## config.mk

```make
export PLATFORM = sky130hd
export DESIGN_NAME = al_map_accum
export DESIGN_NICKNAME = d
export VERILOG_FILES = /design/src/rtl/al_map_pkg.sv /design/src/rtl/al_map_addsub.sv /design/src/rtl/al_map_accum.sv
export SDC_FILE = /design/constraint.sdc
export NUM_CORES = 1
export LEC_CHECK = 0
export CELL_PAD_IN_SITES_DETAIL_PLACEMENT = 1
export CELL_PAD_IN_SITES_GLOBAL_PLACEMENT = 1
export CORE_ASPECT_RATIO = 0.6
export CORE_MARGIN = 8
export CORE_UTILIZATION = 31
export CTS_BUF_LIST = sky130_fd_sc_hd__clkbuf_2 sky130_fd_sc_hd__clkbuf_4 sky130_fd_sc_hd__clkbuf_8
export CTS_CLUSTER_SIZE = 14
export DETAILED_ROUTE_END_ITERATION = 10
export PLACE_DENSITY_LB_ADDON = 0.1
export SYNTH_ARGS = -nofsm -noshare
export SYNTH_HDL_FRONTEND = slang
export SYNTH_SLANG_ARGS = --single-unit
```

## constraint.sdc

```tcl
create_clock -name clk -period 2.6 [get_ports clk]
set_input_delay 0.52 -clock clk [delete_from_list [all_inputs] [get_ports clk]]
set_output_delay 0.52 -clock clk [all_outputs]
set_load 0.02 [all_outputs]
```

## src/rtl/al_map_pkg.sv

```systemverilog
// Shared encodings and parameter decoding for the al_map arithmetic cells.
package al_map_pkg;

    localparam int unsigned MAX_WIDTH = 32;

    typedef enum logic [1:0] {
        ALU_ADD    = 2'd0,
        ALU_SUB    = 2'd1,
        ALU_UPDOWN = 2'd2
    } alu_e;

    typedef enum logic {
        OVF_WRAP = 1'b0,
        OVF_SAT  = 1'b1
    } ovf_e;

    // String parameters arrive as packed characters, zero-extended to 64 bits.
    function automatic alu_e alu_decode(input logic [63:0] s);
        if (s == 64'("SUB"))
            return ALU_SUB;
        else if (s == 64'("UPDOWN"))
            return ALU_UPDOWN;
        return ALU_ADD;
    endfunction

    function automatic ovf_e ovf_decode(input logic [63:0] s);
        return (s == 64'("SAT")) ? OVF_SAT : OVF_WRAP;
    endfunction

    function automatic logic regset_is_set(input logic [63:0] s);
        return (s == 64'("SET"));
    endfunction

endpackage

```

## src/rtl/al_map_addsub.sv

```systemverilog
// Combinational WIDTH-bit add/subtract with carry/borrow on r[WIDTH].
module al_map_addsub #(
    parameter int unsigned WIDTH = 8
) (
    input  logic [WIDTH-1:0] a,
    input  logic [WIDTH-1:0] b,
    input  logic             cin,
    input  logic             sub,
    output logic [WIDTH:0]   r
);

    localparam int unsigned RW = WIDTH + 1;

    // Subtract in WIDTH+1 bits so a negative result sets the borrow bit.
    always_comb begin
        if (sub)
            r = RW'(a) - RW'(b) - RW'(cin);
        else
            r = RW'(a) + RW'(b) + RW'(cin);
    end

endmodule

```

## src/rtl/al_map_accum.sv

```systemverilog
// Registered carry-chain accumulator/counter with load, wrap/saturate,
// sticky overflow and terminal-count compare.
module al_map_accum
    import al_map_pkg::*;
#(
    parameter int unsigned WIDTH   = 8,
    parameter              ALUTYPE = "ADD",
    parameter              REGSET  = "RESET",
    parameter              OVFMODE = "WRAP",
    parameter logic [31:0] TCVAL   = 32'hFFFF_FFFF
) (
    input  logic             clk,
    input  logic             sr,
    input  logic             ce,
    input  logic             ld,
    input  logic [WIDTH-1:0] ld_val,
    input  logic [WIDTH-1:0] b,
    input  logic             cin,
    input  logic             dir,
    output logic [WIDTH-1:0] q,
    output logic             cout,
    output logic             ovf,
    output logic             tc
);

    localparam alu_e             ALU     = alu_decode(64'(ALUTYPE));
    localparam ovf_e             OVF     = ovf_decode(64'(OVFMODE));
    localparam logic [WIDTH-1:0] RST_VAL = regset_is_set(64'(REGSET)) ? '1 : '0;
    localparam logic [WIDTH-1:0] TC_CMP  = TCVAL[WIDTH-1:0];

    logic             sub_op;
    logic [WIDTH:0]   r;
    logic             c;
    logic [WIDTH-1:0] q_nxt;

    assign sub_op = (ALU == ALU_SUB) || ((ALU == ALU_UPDOWN) && dir);

    al_map_addsub #(
        .WIDTH (WIDTH)
    ) u_addsub (
        .a   (q),
        .b   (b),
        .cin (cin),
        .sub (sub_op),
        .r   (r)
    );

    assign c = r[WIDTH];

    // Saturation clamps toward the rail the operation was heading for.
    always_comb begin
        q_nxt = r[WIDTH-1:0];
        if ((OVF == OVF_SAT) && c)
            q_nxt = sub_op ? '0 : '1;
    end

    always_ff @(posedge clk or posedge sr) begin
        if (sr) begin
            q    <= RST_VAL;
            cout <= 1'b0;
            ovf  <= 1'b0;
        end else if (ce) begin
            if (ld) begin
                q    <= ld_val;
                cout <= 1'b0;
                ovf  <= 1'b0;
            end else begin
                q    <= q_nxt;
                cout <= c;
                ovf  <= ovf | c;
            end
        end
    end

    assign tc = (q == TC_CMP);

endmodule

```

==> results.py <==
metrics = {
    "synthesis": {
        "netlist_top_cells_area": "dfrtp_1 (31%), ha_1 (11%), a21oi_1 (6.3%), fa_1 (5.0%), a31oi_1 (3.9%)",
        "synth_top_area_share_pct": 31.3,
        "async_flop_share_pct": 100,
        "synth-adder-area-share_pct": 16.0,
        "syn-cell-area_um2": 800,
        "synthSimpleGateAreaFrac_pct": 20.3,
        "synth_fp_nets": 121,
        "synth_xor_area_share_pct": 3.29,
        "synth_edf_count": 0,
        "synth_cells": 90,
        "synth_cell_types": 29,
        "synth_common_cells": "a21oi_1 (10), dfrtp_1 (10), nor2_1 (8)",
        "synth_top_family_by_area": "simple AND/OR/NAND/NOR gates",
        "avgSynthCellArea_um2": 8.88,
        "ys_warn_count": 0,
        "muxShareOfSynthArea_pct": 3.76,
        "yosys_register_bits": 10,
        "synth_compound_area_share_pct": 18.9,
        "synth_top_area_cell": "dfrtp_1",
        "ys_seq_area_share_pct": 31.3,
        "synthFlopType": "dfrtp_1",
    },
    "detailed_routing": {
        "drtAntennaViolNets": 0,
        "route.detailed.drc": 0,
        "post_drt_wl_per_cell_um": 16.2,
        "vias": 777,
        "dr.pass1.iters": 4,
        "wl_um": 2560,
        "vias_per_cell": 4.92,
        "drtIter0Drc": 23,
    },
    "finish": {
        "final_cells": 158,
        "n_antenna_cell": 0,
        "drive_above_1_share_pct": 7.94,
        "design_area_um2": 1210,
        "final_util_pct": 49.0,
        "syn2layout_area_growth_pct": 51.3,
        "nets": 158,
    },
    "cts": {
        "cts_max_path_buffers": 2,
        "clk_pin_slew_ps": 50,
        "cts_tree": "done",
        "cts_buffers": 3,
        "cts_hold_buf": 0,
        "cts-root-buf": "clkbuf_8",
        "clk_latency_ps": 240,
        "cts_setup_buffers": 0,
        "htree_levels": 1,
        "cts_resized": 0,
        "cts_sinks": 10,
    },
    "floorplan": {
        "dieArea_um2": 4510,
        "rows": 14,
        "die_w_um": 81.6,
        "pin_count": 33,
        "core_um2": 2470,
        "start_util_pct": 32.4,
        "chipHeight_um": 55.3,
    },
    "hold_path": {
        "hold_depth": 2,
        "hp-class": "reg -> reg",
    },
    "critical_path": {
        "cp_num_cells": 9,
        "critPathTopFamily": "adder cells",
        "cp-start-kind": "primary input",
        "r2r_slack_ps": 540,
        "crit_chain": "clkdlybuf4s50_1 -> fa_1 -> inv_1 -> fa_1 -> and2b_1 -> nor3_1 -> o21ai_0 -> a31oi_1 -> o22ai_1",
        "startpoint": "b[0]",
        "worstSetupEndpoint": "cout$_DFFE_PP0P_",
        "r2r_start": "q[0]$_DFFE_PP0P_",
        "r2r_cells": 8,
        "cpMostUsedCell": "fa_1",
        "cp_slowest_cell": "fa_1",
        "critPathBufInv": 2,
        "worstSetupEndpointType": "flip-flop",
        "critPathMaxFanout": 2,
        "worstPathArrival_ps": 2510,
        "worst-setup-path-type": "in -> reg",
        "crit_required_ps": 2710,
        "max_stage_delay_ps": 450,
        "timing.rr.end": "cout$_DFFE_PP0P_",
    },
    "placed_design": {
        "gp_congestion": 0.733,
        "dpl-instance-area_um2": 1150,
        "place_hpwl_um": 2080,
        "dp_slack_ps": -56.5,
        "numPortBuffers": 31,
        "dpl.cell_count": 154,
    },
    "sta": {
        "max_slew.worst_pin.slew_ps": 507,
        "finalHoldViolCount": 0,
        "slew_viol_final": 0,
        "rsz0062_at_grt": "false",
        "min_period_over_period_pct": 92.1,
        "skew_ps": 0.338,
        "setup_slack_ps": 206,
        "setup_viol": 0,
        "fin_crit_ps": 2390,
        "fmax_mhz": 418,
        "maxSlewHeadroom_pct": 66.1,
    },
    "grt": {
        "grt_pass1_vias": 829,
        "grt_max_degree": 15,
        "grt_remaining_overflow": 0,
        "grt_first_pass_wirelength_um": 4070,
        "grt.total_usage_pct": 11.3,
        "antenna_found_initial": 0,
    },
    "power": {
        "switching_share_pct": 37.8,
        "peakVddDrop_v": 0.000318,
        "power.switching_mw": 0.335,
        "p_clk_share_pct": 23.0,
        "p_int_mw": 0.552,
        "pwr-share-comb_pct": 50.2,
        "power.density_nw_per_um2": 733,
        "p_leak_nw": 0.541,
        "total_power_mw": 0.887,
        "sequentialPowerShare_pct": 26.8,
    },
    "flow_run": {
        "cap_violations": 0,
    },
    "outcome": {
        "status": "complete, no violations",
    },
}
[flip-flops by register name (all words and copies together) (netlist names)]
| signal | cells |
|---|---|
| q | 8 |
| cout | 1 |
| ovf | 1 |
[worst min-delay path by stage]
stage | start | endpoint
final | cout$_DFFE_PP0P_ | cout$_DFFE_PP0P_
after CTS | cout$_DFFE_PP0P_ | cout$_DFFE_PP0P_
after global routing | cout$_DFFE_PP0P_ | cout$_DFFE_PP0P_
after detailed placement | cout$_DFFE_PP0P_ | cout$_DFFE_PP0P_
after floorplan | sr | cout$_DFFE_PP0P_
after global placement | ovf$_DFFE_PP0P_ | ovf$_DFFE_PP0P_
[cell type report]
type,instances,area (µm²)
Fill cell,286,1260
Multi-Input combinational cell,70,498
Timing Repair Buffer,35,340
Sequential cell,10,250
Clock buffer,4,55.1
Tap cell,32,40.0
Inverter,7,26.3
[power groups by stage]
stage | clock (mW) | sequential (mW) | combinational (mW)
floorplan | 0 | 0.280 | 0.222
global placement | 0 | 0.239 | 0.434
detailed placement | 0 | 0.241 | 0.447
CTS | 0.209 | 0.239 | 0.450
global route | 0.216 | 0.247 | 0.485
finish | 0.204 | 0.238 | 0.445
[routing by layer]
layer	share of wire, %	track usage [%]	up-vias	routed length, µm
met2	46	17.3	14	1170
met1	50	15.3	365	1290
met4	0	2.28	0	0
met5	0	0	-	0
li1	-	-	398	-
met3	3.6	3.23	0	93
[metrics by stage]
stage	setup TNS, ps	hold slack (ps)
finish	0	543
global route	0	578
CTS	0	546
detailed placement	-129	538
global placement	-95.0	519
floorplan	0	360
[worst reg2reg max path, stage by stage, from the launching register on]
cell and delay (ps):
dfrtp_1 420, fa_1 410, inv_1 80, fa_1 170, and2b_1 190, nor3_1 110
o21ai_0 160, a31oi_1 260, o22ai_1 120
[cells by family after synthesis]
group,after synthesis
and+or+nand+nor,29
AOI/OAI and AO/OA,26
buffers and inverters,10
DFF,10
adders and majority gates,9
xor gates and xnor gates,3
muxes,3
[placed cells by master, fill, tap and decap left out, drive strengths merged, types with 3 or more instances in the layout]
cell type | Yosys | final
mux2i | 3 | 3
nand2b | 3 | 3
a21oi | 10 | 10
o21ai | 5 | 5
dfrtp | 10 | 10
a31oi | 5 | 5
nor2 | 8 | 8
inv | 7 | 7
nand3 | 4 | 4
buf | 1 | 4
a21o | 3 | 3
clkbuf | 2 | 4
clkdlybuf4s50 | 0 | 31
nor2b | 3 | 3
ha | 7 | 7
(Power assumes the default switching activity.)
